$ cat config.mk
export PLATFORM = sky130hd
export DESIGN_NAME = canny_sobel_grad_flat
export DESIGN_NICKNAME = d
export VERILOG_FILES = /design/src/rtl/canny_sobel_grad_if.sv /design/src/rtl/canny_sobel_grad.sv /design/src/flat_wrapper.sv
export SDC_FILE = /design/constraint.sdc
export NUM_CORES = 1
export LEC_CHECK = 0
export CAP_MARGIN = 10
export CORE_MARGIN = 3
export CORE_UTILIZATION = 52
export DETAILED_ROUTE_END_ITERATION = 8
export DONT_BUFFER_PORTS = 1
export PLACE_DENSITY = 0.73
export SLEW_MARGIN = 40
export SYNTH_ARGS = -nofsm -noshare
export SYNTH_HDL_FRONTEND = slang
export SYNTH_SLANG_ARGS = --single-unit
$ cat constraint.sdc
create_clock -name clk -period 3.5 [get_ports clk]
set_input_delay 0.175 -clock clk [delete_from_list [all_inputs] [get_ports clk]]
set_output_delay 0.175 -clock clk [all_outputs]
set_load 0.02 [all_outputs]
$ cat src/rtl/canny_sobel_grad_if.sv
// Window-to-gradient stream bundle between the line-buffer/matrix stage,
// the Sobel gradient stage and the non-maximum-suppression stage.
//
// Stream semantics: there is no ready/backpressure. A pixel is transferred
// on every rising clk edge where frame_clken is high inside frame_href.
// Between strobes the producer holds the window steady. The consumer must
// accept every strobe. frame_vsync marks the frame boundary.
interface canny_sobel_grad_if #(
    parameter int DATA_WIDTH = 8
) ();
    localparam int MW = DATA_WIDTH + 3;

    // Window side. p1x is the top row, px1 is the left column.
    logic                  matrix_frame_vsync;
    logic                  matrix_frame_href;
    logic                  matrix_frame_clken;
    logic [DATA_WIDTH-1:0] matrix_p11, matrix_p12, matrix_p13;
    logic [DATA_WIDTH-1:0] matrix_p21, matrix_p22, matrix_p23;
    logic [DATA_WIDTH-1:0] matrix_p31, matrix_p32, matrix_p33;

    // Gradient side, aligned with the delayed frame timing.
    logic                  post_frame_vsync;
    logic                  post_frame_href;
    logic                  post_frame_clken;
    logic [MW-1:0]         post_grad_mag;
    logic [1:0]            post_grad_dir;
    logic                  post_edge_flag;

    // Upstream / stimulus side: drives the window and reads the results.
    modport master (
        output matrix_frame_vsync, matrix_frame_href, matrix_frame_clken,
        output matrix_p11, matrix_p12, matrix_p13,
        output matrix_p21, matrix_p22, matrix_p23,
        output matrix_p31, matrix_p32, matrix_p33,
        input  post_frame_vsync, post_frame_href, post_frame_clken,
        input  post_grad_mag, post_grad_dir, post_edge_flag
    );

    // Gradient stage side: consumes the window and produces the results.
    modport slave (
        input  matrix_frame_vsync, matrix_frame_href, matrix_frame_clken,
        input  matrix_p11, matrix_p12, matrix_p13,
        input  matrix_p21, matrix_p22, matrix_p23,
        input  matrix_p31, matrix_p32, matrix_p33,
        output post_frame_vsync, post_frame_href, post_frame_clken,
        output post_grad_mag, post_grad_dir, post_edge_flag
    );
endinterface

$ cat src/rtl/canny_sobel_grad.sv
// Sobel gradient stage of the Canny pipeline: L1 magnitude, 4-bin
// direction and threshold flag, three free-running pipeline stages with the
// frame timing delayed by the same three cycles. Border pixels (first two
// columns of each line, first two lines of each frame) are forced to zero.
module canny_sobel_grad #(
    parameter int DATA_WIDTH = 8
) (
    input  logic                  clk,
    input  logic                  rst_n,
    input  logic [DATA_WIDTH+2:0] grad_thresh,
    canny_sobel_grad_if.slave     bus
);
    localparam int MW = DATA_WIDTH + 3;   // magnitude / signed gradient width
    localparam int SW = DATA_WIDTH + 2;   // one-sided partial sum width
    localparam int PW = MW + 3;           // direction comparison product width
    localparam logic [PW-1:0] K2 = PW'(2);
    localparam logic [PW-1:0] K5 = PW'(5);

    // ---------------- border counters ----------------
    logic [1:0] col_cnt, row_cnt;
    logic       href_d;
    logic       pix_valid;

    assign pix_valid = (col_cnt == 2'd2) && (row_cnt == 2'd2);

    // Column/row position counters, saturating at 2; vsync clear wins over
    // the href-falling-edge increment.
    always_ff @(posedge clk or negedge rst_n) begin
        if (!rst_n) begin
            col_cnt <= 2'd0;
            row_cnt <= 2'd0;
            href_d  <= 1'b0;
        end else begin
            href_d <= bus.matrix_frame_href;
            if (!bus.matrix_frame_href)
                col_cnt <= 2'd0;
            else if (bus.matrix_frame_clken && col_cnt != 2'd2)
                col_cnt <= col_cnt + 2'd1;
            if (bus.matrix_frame_vsync)
                row_cnt <= 2'd0;
            else if (href_d && !bus.matrix_frame_href && row_cnt != 2'd2)
                row_cnt <= row_cnt + 2'd1;
        end
    end

    // ---------------- frame timing delay ----------------
    logic [2:0] vsync_sr, href_sr, clken_sr;

    // Pure 3-cycle delay of the sync signals.
    always_ff @(posedge clk or negedge rst_n) begin
        if (!rst_n) begin
            vsync_sr <= 3'd0;
            href_sr  <= 3'd0;
            clken_sr <= 3'd0;
        end else begin
            vsync_sr <= {vsync_sr[1:0], bus.matrix_frame_vsync};
            href_sr  <= {href_sr[1:0],  bus.matrix_frame_href};
            clken_sr <= {clken_sr[1:0], bus.matrix_frame_clken};
        end
    end

    // ---------------- S1: partial sums ----------------
    logic [SW-1:0] s1_pos_x, s1_neg_x, s1_pos_y, s1_neg_y;
    logic          s1_valid;

    // Right/left columns for Gx, top/bottom rows for Gy, centre tap doubled.
    always_ff @(posedge clk or negedge rst_n) begin
        if (!rst_n) begin
            s1_pos_x <= '0;
            s1_neg_x <= '0;
            s1_pos_y <= '0;
            s1_neg_y <= '0;
            s1_valid <= 1'b0;
        end else begin
            s1_pos_x <= {2'b00, bus.matrix_p13} + {1'b0, bus.matrix_p23, 1'b0} + {2'b00, bus.matrix_p33};
            s1_neg_x <= {2'b00, bus.matrix_p11} + {1'b0, bus.matrix_p21, 1'b0} + {2'b00, bus.matrix_p31};
            s1_pos_y <= {2'b00, bus.matrix_p11} + {1'b0, bus.matrix_p12, 1'b0} + {2'b00, bus.matrix_p13};
            s1_neg_y <= {2'b00, bus.matrix_p31} + {1'b0, bus.matrix_p32, 1'b0} + {2'b00, bus.matrix_p33};
            s1_valid <= pix_valid;
        end
    end

    // ---------------- S2: signed gradients and absolute values ----------------
    logic signed [MW-1:0] gx, gy, gx_neg, gy_neg;
    logic [MW-2:0]        ax_c, ay_c;
    logic [MW-2:0]        s2_ax, s2_ay;
    logic                 s2_sx, s2_sy, s2_valid;

    // Gx/Gy cannot overflow MW signed bits; |G| fits MW-1 bits.
    always_comb begin
        gx     = $signed({1'b0, s1_pos_x}) - $signed({1'b0, s1_neg_x});
        gy     = $signed({1'b0, s1_pos_y}) - $signed({1'b0, s1_neg_y});
        gx_neg = -gx;
        gy_neg = -gy;
        ax_c   = gx[MW-1] ? gx_neg[MW-2:0] : gx[MW-2:0];
        ay_c   = gy[MW-1] ? gy_neg[MW-2:0] : gy[MW-2:0];
    end

    // Register magnitudes and signs (zero counts as positive).
    always_ff @(posedge clk or negedge rst_n) begin
        if (!rst_n) begin
            s2_ax    <= '0;
            s2_ay    <= '0;
            s2_sx    <= 1'b0;
            s2_sy    <= 1'b0;
            s2_valid <= 1'b0;
        end else begin
            s2_ax    <= ax_c;
            s2_ay    <= ay_c;
            s2_sx    <= gx[MW-1];
            s2_sy    <= gy[MW-1];
            s2_valid <= s1_valid;
        end
    end

    // ---------------- S3: magnitude, direction, flag ----------------
    logic [MW-1:0] mag_c;
    logic [PW-1:0] ax_ext, ay_ext;
    logic [1:0]    dir_c;
    logic          gate_c, flag_c;
    logic [MW-1:0] mag_q;
    logic [1:0]    dir_q;
    logic          flag_q;

    // Direction bins use tan(22.5)~2/5 and tan(67.5)~5/2; href_sr[1] is the
    // href that will leave alongside this result.
    always_comb begin
        mag_c  = {1'b0, s2_ax} + {1'b0, s2_ay};
        ax_ext = PW'(s2_ax);
        ay_ext = PW'(s2_ay);
        dir_c  = 2'd0;
        if (ay_ext * K5 <= ax_ext * K2)
            dir_c = 2'd0;
        else if (ay_ext * K2 >= ax_ext * K5)
            dir_c = 2'd2;
        else if (s2_sx == s2_sy)
            dir_c = 2'd1;
        else
            dir_c = 2'd3;
        gate_c = href_sr[1] && s2_valid;
        flag_c = gate_c && (mag_c != '0) && (mag_c >= grad_thresh);
    end

    // Output registers, zeroed outside valid active pixels.
    always_ff @(posedge clk or negedge rst_n) begin
        if (!rst_n) begin
            mag_q  <= '0;
            dir_q  <= 2'd0;
            flag_q <= 1'b0;
        end else begin
            mag_q  <= gate_c ? mag_c : '0;
            dir_q  <= gate_c ? dir_c : 2'd0;
            flag_q <= flag_c;
        end
    end

    assign bus.post_frame_vsync = vsync_sr[2];
    assign bus.post_frame_href  = href_sr[2];
    assign bus.post_frame_clken = clken_sr[2];
    assign bus.post_grad_mag    = mag_q;
    assign bus.post_grad_dir    = dir_q;
    assign bus.post_edge_flag   = flag_q;
endmodule

$ cat src/flat_wrapper.sv
// flat-port wrapper written by rule: the top's interface ports become plain ports
module canny_sobel_grad_flat 
#(
    parameter int DATA_WIDTH = 8
)
  (clk, rst_n, grad_thresh, bus_matrix_frame_vsync, bus_matrix_frame_href, bus_matrix_frame_clken, bus_matrix_p11, bus_matrix_p12, bus_matrix_p13, bus_matrix_p21, bus_matrix_p22, bus_matrix_p23, bus_matrix_p31, bus_matrix_p32, bus_matrix_p33, bus_post_frame_vsync, bus_post_frame_href, bus_post_frame_clken, bus_post_grad_mag, bus_post_grad_dir, bus_post_edge_flag);
  canny_sobel_grad_if #(.DATA_WIDTH(DATA_WIDTH)) bus_i ();
  input  logic clk;
  input  logic rst_n;
  input  logic [DATA_WIDTH+2:0] grad_thresh;
  input wire logic [$bits(bus_i.matrix_frame_vsync)-1:0] bus_matrix_frame_vsync;
  input wire logic [$bits(bus_i.matrix_frame_href)-1:0] bus_matrix_frame_href;
  input wire logic [$bits(bus_i.matrix_frame_clken)-1:0] bus_matrix_frame_clken;
  input wire logic [$bits(bus_i.matrix_p11)-1:0] bus_matrix_p11;
  input wire logic [$bits(bus_i.matrix_p12)-1:0] bus_matrix_p12;
  input wire logic [$bits(bus_i.matrix_p13)-1:0] bus_matrix_p13;
  input wire logic [$bits(bus_i.matrix_p21)-1:0] bus_matrix_p21;
  input wire logic [$bits(bus_i.matrix_p22)-1:0] bus_matrix_p22;
  input wire logic [$bits(bus_i.matrix_p23)-1:0] bus_matrix_p23;
  input wire logic [$bits(bus_i.matrix_p31)-1:0] bus_matrix_p31;
  input wire logic [$bits(bus_i.matrix_p32)-1:0] bus_matrix_p32;
  input wire logic [$bits(bus_i.matrix_p33)-1:0] bus_matrix_p33;
  output wire logic [$bits(bus_i.post_frame_vsync)-1:0] bus_post_frame_vsync;
  output wire logic [$bits(bus_i.post_frame_href)-1:0] bus_post_frame_href;
  output wire logic [$bits(bus_i.post_frame_clken)-1:0] bus_post_frame_clken;
  output wire logic [$bits(bus_i.post_grad_mag)-1:0] bus_post_grad_mag;
  output wire logic [$bits(bus_i.post_grad_dir)-1:0] bus_post_grad_dir;
  output wire logic [$bits(bus_i.post_edge_flag)-1:0] bus_post_edge_flag;
  assign bus_i.matrix_frame_vsync = bus_matrix_frame_vsync;
  assign bus_i.matrix_frame_href = bus_matrix_frame_href;
  assign bus_i.matrix_frame_clken = bus_matrix_frame_clken;
  assign bus_i.matrix_p11 = bus_matrix_p11;
  assign bus_i.matrix_p12 = bus_matrix_p12;
  assign bus_i.matrix_p13 = bus_matrix_p13;
  assign bus_i.matrix_p21 = bus_matrix_p21;
  assign bus_i.matrix_p22 = bus_matrix_p22;
  assign bus_i.matrix_p23 = bus_matrix_p23;
  assign bus_i.matrix_p31 = bus_matrix_p31;
  assign bus_i.matrix_p32 = bus_matrix_p32;
  assign bus_i.matrix_p33 = bus_matrix_p33;
  assign bus_post_frame_vsync = bus_i.post_frame_vsync;
  assign bus_post_frame_href = bus_i.post_frame_href;
  assign bus_post_frame_clken = bus_i.post_frame_clken;
  assign bus_post_grad_mag = bus_i.post_grad_mag;
  assign bus_post_grad_dir = bus_i.post_grad_dir;
  assign bus_post_edge_flag = bus_i.post_edge_flag;
  canny_sobel_grad #(.DATA_WIDTH(DATA_WIDTH)) u_core (.clk(clk), .rst_n(rst_n), .grad_thresh(grad_thresh), .bus(bus_i));
endmodule
==> flow_summary.rst <==
.. list-table::
   :header-rows: 1

   * - Metric
     - Value
   * - Final setup violating endpoints
     - 0
   * - Syn Inst Count
     - 750
   * - Pins over their slew limit
     - 0
   * - Final cell area excluding filler cells
     - slightly above 0.008 mm²
   * - Share of the synthesized area in the top cell type
     - 0.3028
   * - Leakage component of the power
     - ~4.1 nW
   * - Hold Fails Final Rpt
     - 0
   * - GPL Wtd Cong
     - 0.9130
   * - Num CTS Buffers
     - 9
   * - Highest fanout seen on the critical path
     - 2
   * - Antenna violations before repair
     - 0
   * - Clock transition at the register clock pins on the worst setup and hold paths after CTS
     - 60 ps
   * - Initial standard-cell utilization of the core
     - 0.5376
   * - Endpoint arrival time on the critical path
     - approximately 3600 ps
   * - Startpoint of the most critical register-to-register path
     - u_core.s2_ay[3]
   * - Maximum clock insertion buffer count
     - 2
   * - Number of rows in the core area
     - 43
   * - Overall fraction of global-route tracks in use
     - 0.2057
   * - Max Clock Skew
     - 7.710 ps
   * - # H-tree levels
     - 3
   * - Number of nets with antenna violations after routing
     - 0
   * - Layout overhead on the synthesized area
     - 10.47%
   * - Inserted Diodes
     - 0
   * - Register-to-register path setup slack
     - 110 ps
   * - Headroom to the max-slew limit
     - 0.6320
   * - Post-synthesis instance area
     - around 0.0075 mm²
   * - Top FF cell, synth
     - dfrtp_1
   * - Root buffer cell
     - clkbuf_16
   * - DR pass1 iterations
     - 5
   * - Result of the run
     - completed
   * - Share of flip-flops with an asynchronous set or reset after synthesis
     - 1.000
   * - Flip-flop and latch count after synthesis
     - 91
   * - DR vias
     - 5356
   * - Endpoint of the most critical register-to-register path
     - u_core.bus.post_grad_dir[0]
   * - Share of synthesized area occupied by flip-flops and latches
     - 0.3028
   * - Fraction of layout cells with a size suffix above 1
     - 0.06099
   * - Crit. End Element
     - flip-flop
   * - Yosys top cell by area
     - dfrtp_1
   * - Floorplan Core Area
     - 0.01399 mm²
   * - Area enclosed by the die boundary
     - 0.01594 mm²
   * - Pin count of the biggest net entering global routing
     - 92
   * - Number of enable flip-flop cells after synthesis
     - 0
   * - Hold Crit Class
     - primary input to flip-flop
   * - Top-level port count
     - around 110
   * - Die height
     - about 130 µm
   * - PD cells
     - ~1100 mW/mm²
   * - First element of the critical path
     - u_core.s2_ay[3]
   * - Number of clock sinks
     - 91
   * - Routed WL
     - 15910 µm
   * - Residual DRC count
     - 0
   * - Min Tclk post-route
     - ~3400 ps
   * - Detailed-route wire length per cell
     - between 15 and 20 µm
   * - CP Cell Sequence
     - ha_1, ha_2, inv_2, fa_2, nor2b_1, o21ai_1, a21boi_1, o21a_1, nor2_1, xnor2_1, ha_1, nand3_2, nor2_2, nand2_1, or4_1, o21ai_1, o211ai_1, nor2b_1
   * - Setup CP Type
     - flip-flop to flip-flop
   * - Slowest stage cell on the critical path
     - or4_1
   * - Critical path's largest stage delay
     - 460 ps
   * - Post-Syn Nets
     - about 1000
   * - First-iteration detailed-routing DRC count
     - 347
   * - Clock latency reported for the late side of the worst-skew pair
     - 340 ps
   * - Count of maximum capacitance violations
     - 0
   * - Final period utilization
     - 0.9677
   * - Number of standard cells in the final layout excluding fillers
     - between 900 and 1000
   * - X dimension of the die
     - about 130 µm
   * - Worst vdd ir
     - 0.0004538 V
   * - Average instance area after synthesis
     - 10.03 µm²
   * - Kind of start point of the critical path
     - flip-flop
   * - Upper clock frequency limit
     - 0.2952 GHz
   * - Total congestion overflow after global routing
     - 0
   * - Fin Hold WS
     - between 80 and 90 ps
   * - First-pass GRT wire length
     - 26310 µm
   * - Top cells by area in the synthesized netlist
     - dfrtp_1 30%, ha_1 22%, fa_1 9.9%
   * - Number of cells in the design after placement
     - between 900 and 1000
   * - Area after detailed placement
     - approximately 0.008 mm²
   * - DR vias/cell
     - 5.539
   * - Req. time, crit path
     - 3730 ps
   * - Setup repair after global routing missed its margin
     - yes
   * - Netlist cell types
     - 57
   * - Critical path capture point
     - u_core.bus.post_grad_dir[0]
   * - Port Buffer Count
     - 0
   * - Via count of the first global-routing pass
     - 5682
   * - TritonCTS clock tree
     - done
   * - Number of nets in the layout
     - 1040
   * - Sum of net half-perimeters after detailed placement
     - 12970 µm
   * - Number of synthesis warnings
     - 0
   * - Least-Margin Pin Slew
     - 548.3 ps
   * - Logic depth of the worst register-to-register path
     - 18
[metrics by stage]
step / setup TNS, ps / power [mW] / setup slack [ps] / utilization
floorplan: 0 / 6.687 / 101.2 / -
global placement: 0 / 7.732 / 0.4383 / 0.5574
detailed placement: -77.12 / 8.048 / -60.09 / 0.5574
CTS: 0 / 9.238 / 18.81 / 0.5901
global route: -198.3 / 10.47 / -123.7 / 0.5938
finish: 0 / 9.439 / 112.9 / 0.5938
[flip-flops by register name, summed over array words and instances (netlist names)]
| signal | cells |
|---|---|
| u_core.bus.post_grad_mag | 11 |
| u_core.s1_neg_x | 10 |
| u_core.s1_neg_y | 10 |
| u_core.s1_pos_x | 10 |
| u_core.s1_pos_y | 10 |
| u_core.s2_ax | 10 |
| u_core.s2_ay | 10 |
| u_core.clken_sr | 3 |
| u_core.href_sr | 3 |
| u_core.vsync_sr | 3 |
| u_core.bus.post_grad_dir | 2 |
| u_core.col_cnt | 2 |
| u_core.row_cnt | 2 |
| u_core.bus.post_edge_flag | 1 |
| u_core.s1_valid | 1 |
| u_core.s2_sx | 1 |
| u_core.s2_sy | 1 |
| u_core.s2_valid | 1 |
[repair_timing]
action	4_1_cts	5_1_grt
setup buffers	0	3
endpoints found under the setup margin	2	3
pin swaps	1	1
gates resized for setup	2	10
hold endpoints to repair	102	0
hold buffers	11	0
[layer usage]
metal,vias to the layer above,GRT usage,wire (µm)
met5,-,0,0
li1,2624,-,-
met1,2507,0.2283,6420
met4,0,0.1016,604
met3,41,0.02926,651
met2,184,0.3828,8236
[report_power, final]
| group | switching, mW | internal (mW) | total, mW | leakage [nW] |
|---|---|---|---|---|
| sequential | 0.220 | 1.38 | 1.60 | 1.10 |
| clock | 0.399 | 0.664 | 1.06 | 0.159 |
| combinational | 3.67 | 3.11 | 6.78 | 2.88 |
| total | 4.29 | 5.15 | 9.44 | 4.14 |
[cell families (layout without fill, tap and decap cells)]
group | count (synthesis) | after routing | synth area share
muxes | 1 | 1 | 0.001331
and+or+nand+nor | 168 | 168 | 0.1118
xor gates and xnor gates | 70 | 70 | 0.08153
buffers and inverters | 97 | 134 | 0.04842
adders and majority gates | 170 | 170 | 0.3198
DFF | 91 | 91 | 0.3028
AOI/OAI and AO/OA | 153 | 153 | 0.1343
[Yosys cell counts (3+ instances only)]
master	count
o211ai_1	5
o21ai_0	42
or4_1	4
a211oi_1	4
xnor2_1	45
a21o_1	25
inv_1	95
dfrtp_1	91
nand2_1	31
a31oi_1	7
nor2_1	59
a21boi_0	5
nor3_1	9
nor2b_1	10
and3_1	4
nand3_1	5
and2_1	8
ha_1	133
a21oi_1	32
o21bai_1	3
nor4_1	6
xor2_1	25
fa_1	37
o21a_1	6
nand2b_1	17
[placed cells by master (no fill, tap or decap), types with 5 or more instances in the layout]
master and n:
xor2_1 25, o21a_1 6, a21o_1 25, xnor2_1 45, a21oi_1 31, inv_1 94
nor4_1 6, dfrtp_1 91, dlygate4sd3_1 10, fa_1 36, nand2_1 31, nor3_1 9
nand2b_1 17, o21ai_0 39, clkbuf_16 9, nor2b_1 10, ha_1 131, buf_4 10
o21ai_1 5, a31oi_1 7, and2_1 8, o211ai_1 5, nor2_1 58
[final cells by class]
cell class | instances | area (µm²)
sequential | 91 | 2277
inverter | 97 | 364.1
fill | 1169 | 5682
multi-input combinational | 562 | 4908
timing repair buffer | 21 | 202.7
clock inverter | 4 | 72.57
tap | 180 | 225.2
clock buffer | 12 | 256.5
[how the worst min path moves through the flow]
stage / start / to / slack [ps] / depth (start not counted)
finish: bus_matrix_p12[7] / u_core.s1_pos_y[9] / 80 / 2
global route: bus_matrix_p32[7] / u_core.s1_neg_y[9] / 90 / 2
CTS: bus_matrix_p32[7] / u_core.s1_neg_y[9] / 80 / 2
detailed placement: rst_n / u_core.bus.post_grad_dir[0] / -120 / 0
global placement: rst_n / u_core.bus.post_grad_dir[0] / -120 / 0
floorplan: rst_n / u_core.bus.post_edge_flag / -120 / 0
[worst max-delay path: cells and delay by family, from the launching register on]
| kind | cells | cell delay [ps] |
|---|---|---|
| fa+ha+maj | 4 | 1120 |
| simple gates | 7 | 1020 |
| compound gates | 5 | 600 |
| flops | 1 | 390 |
| xor+xnor | 1 | 120 |
| buf+inv | 1 | 40 |
(Power assumes the default switching activity.)
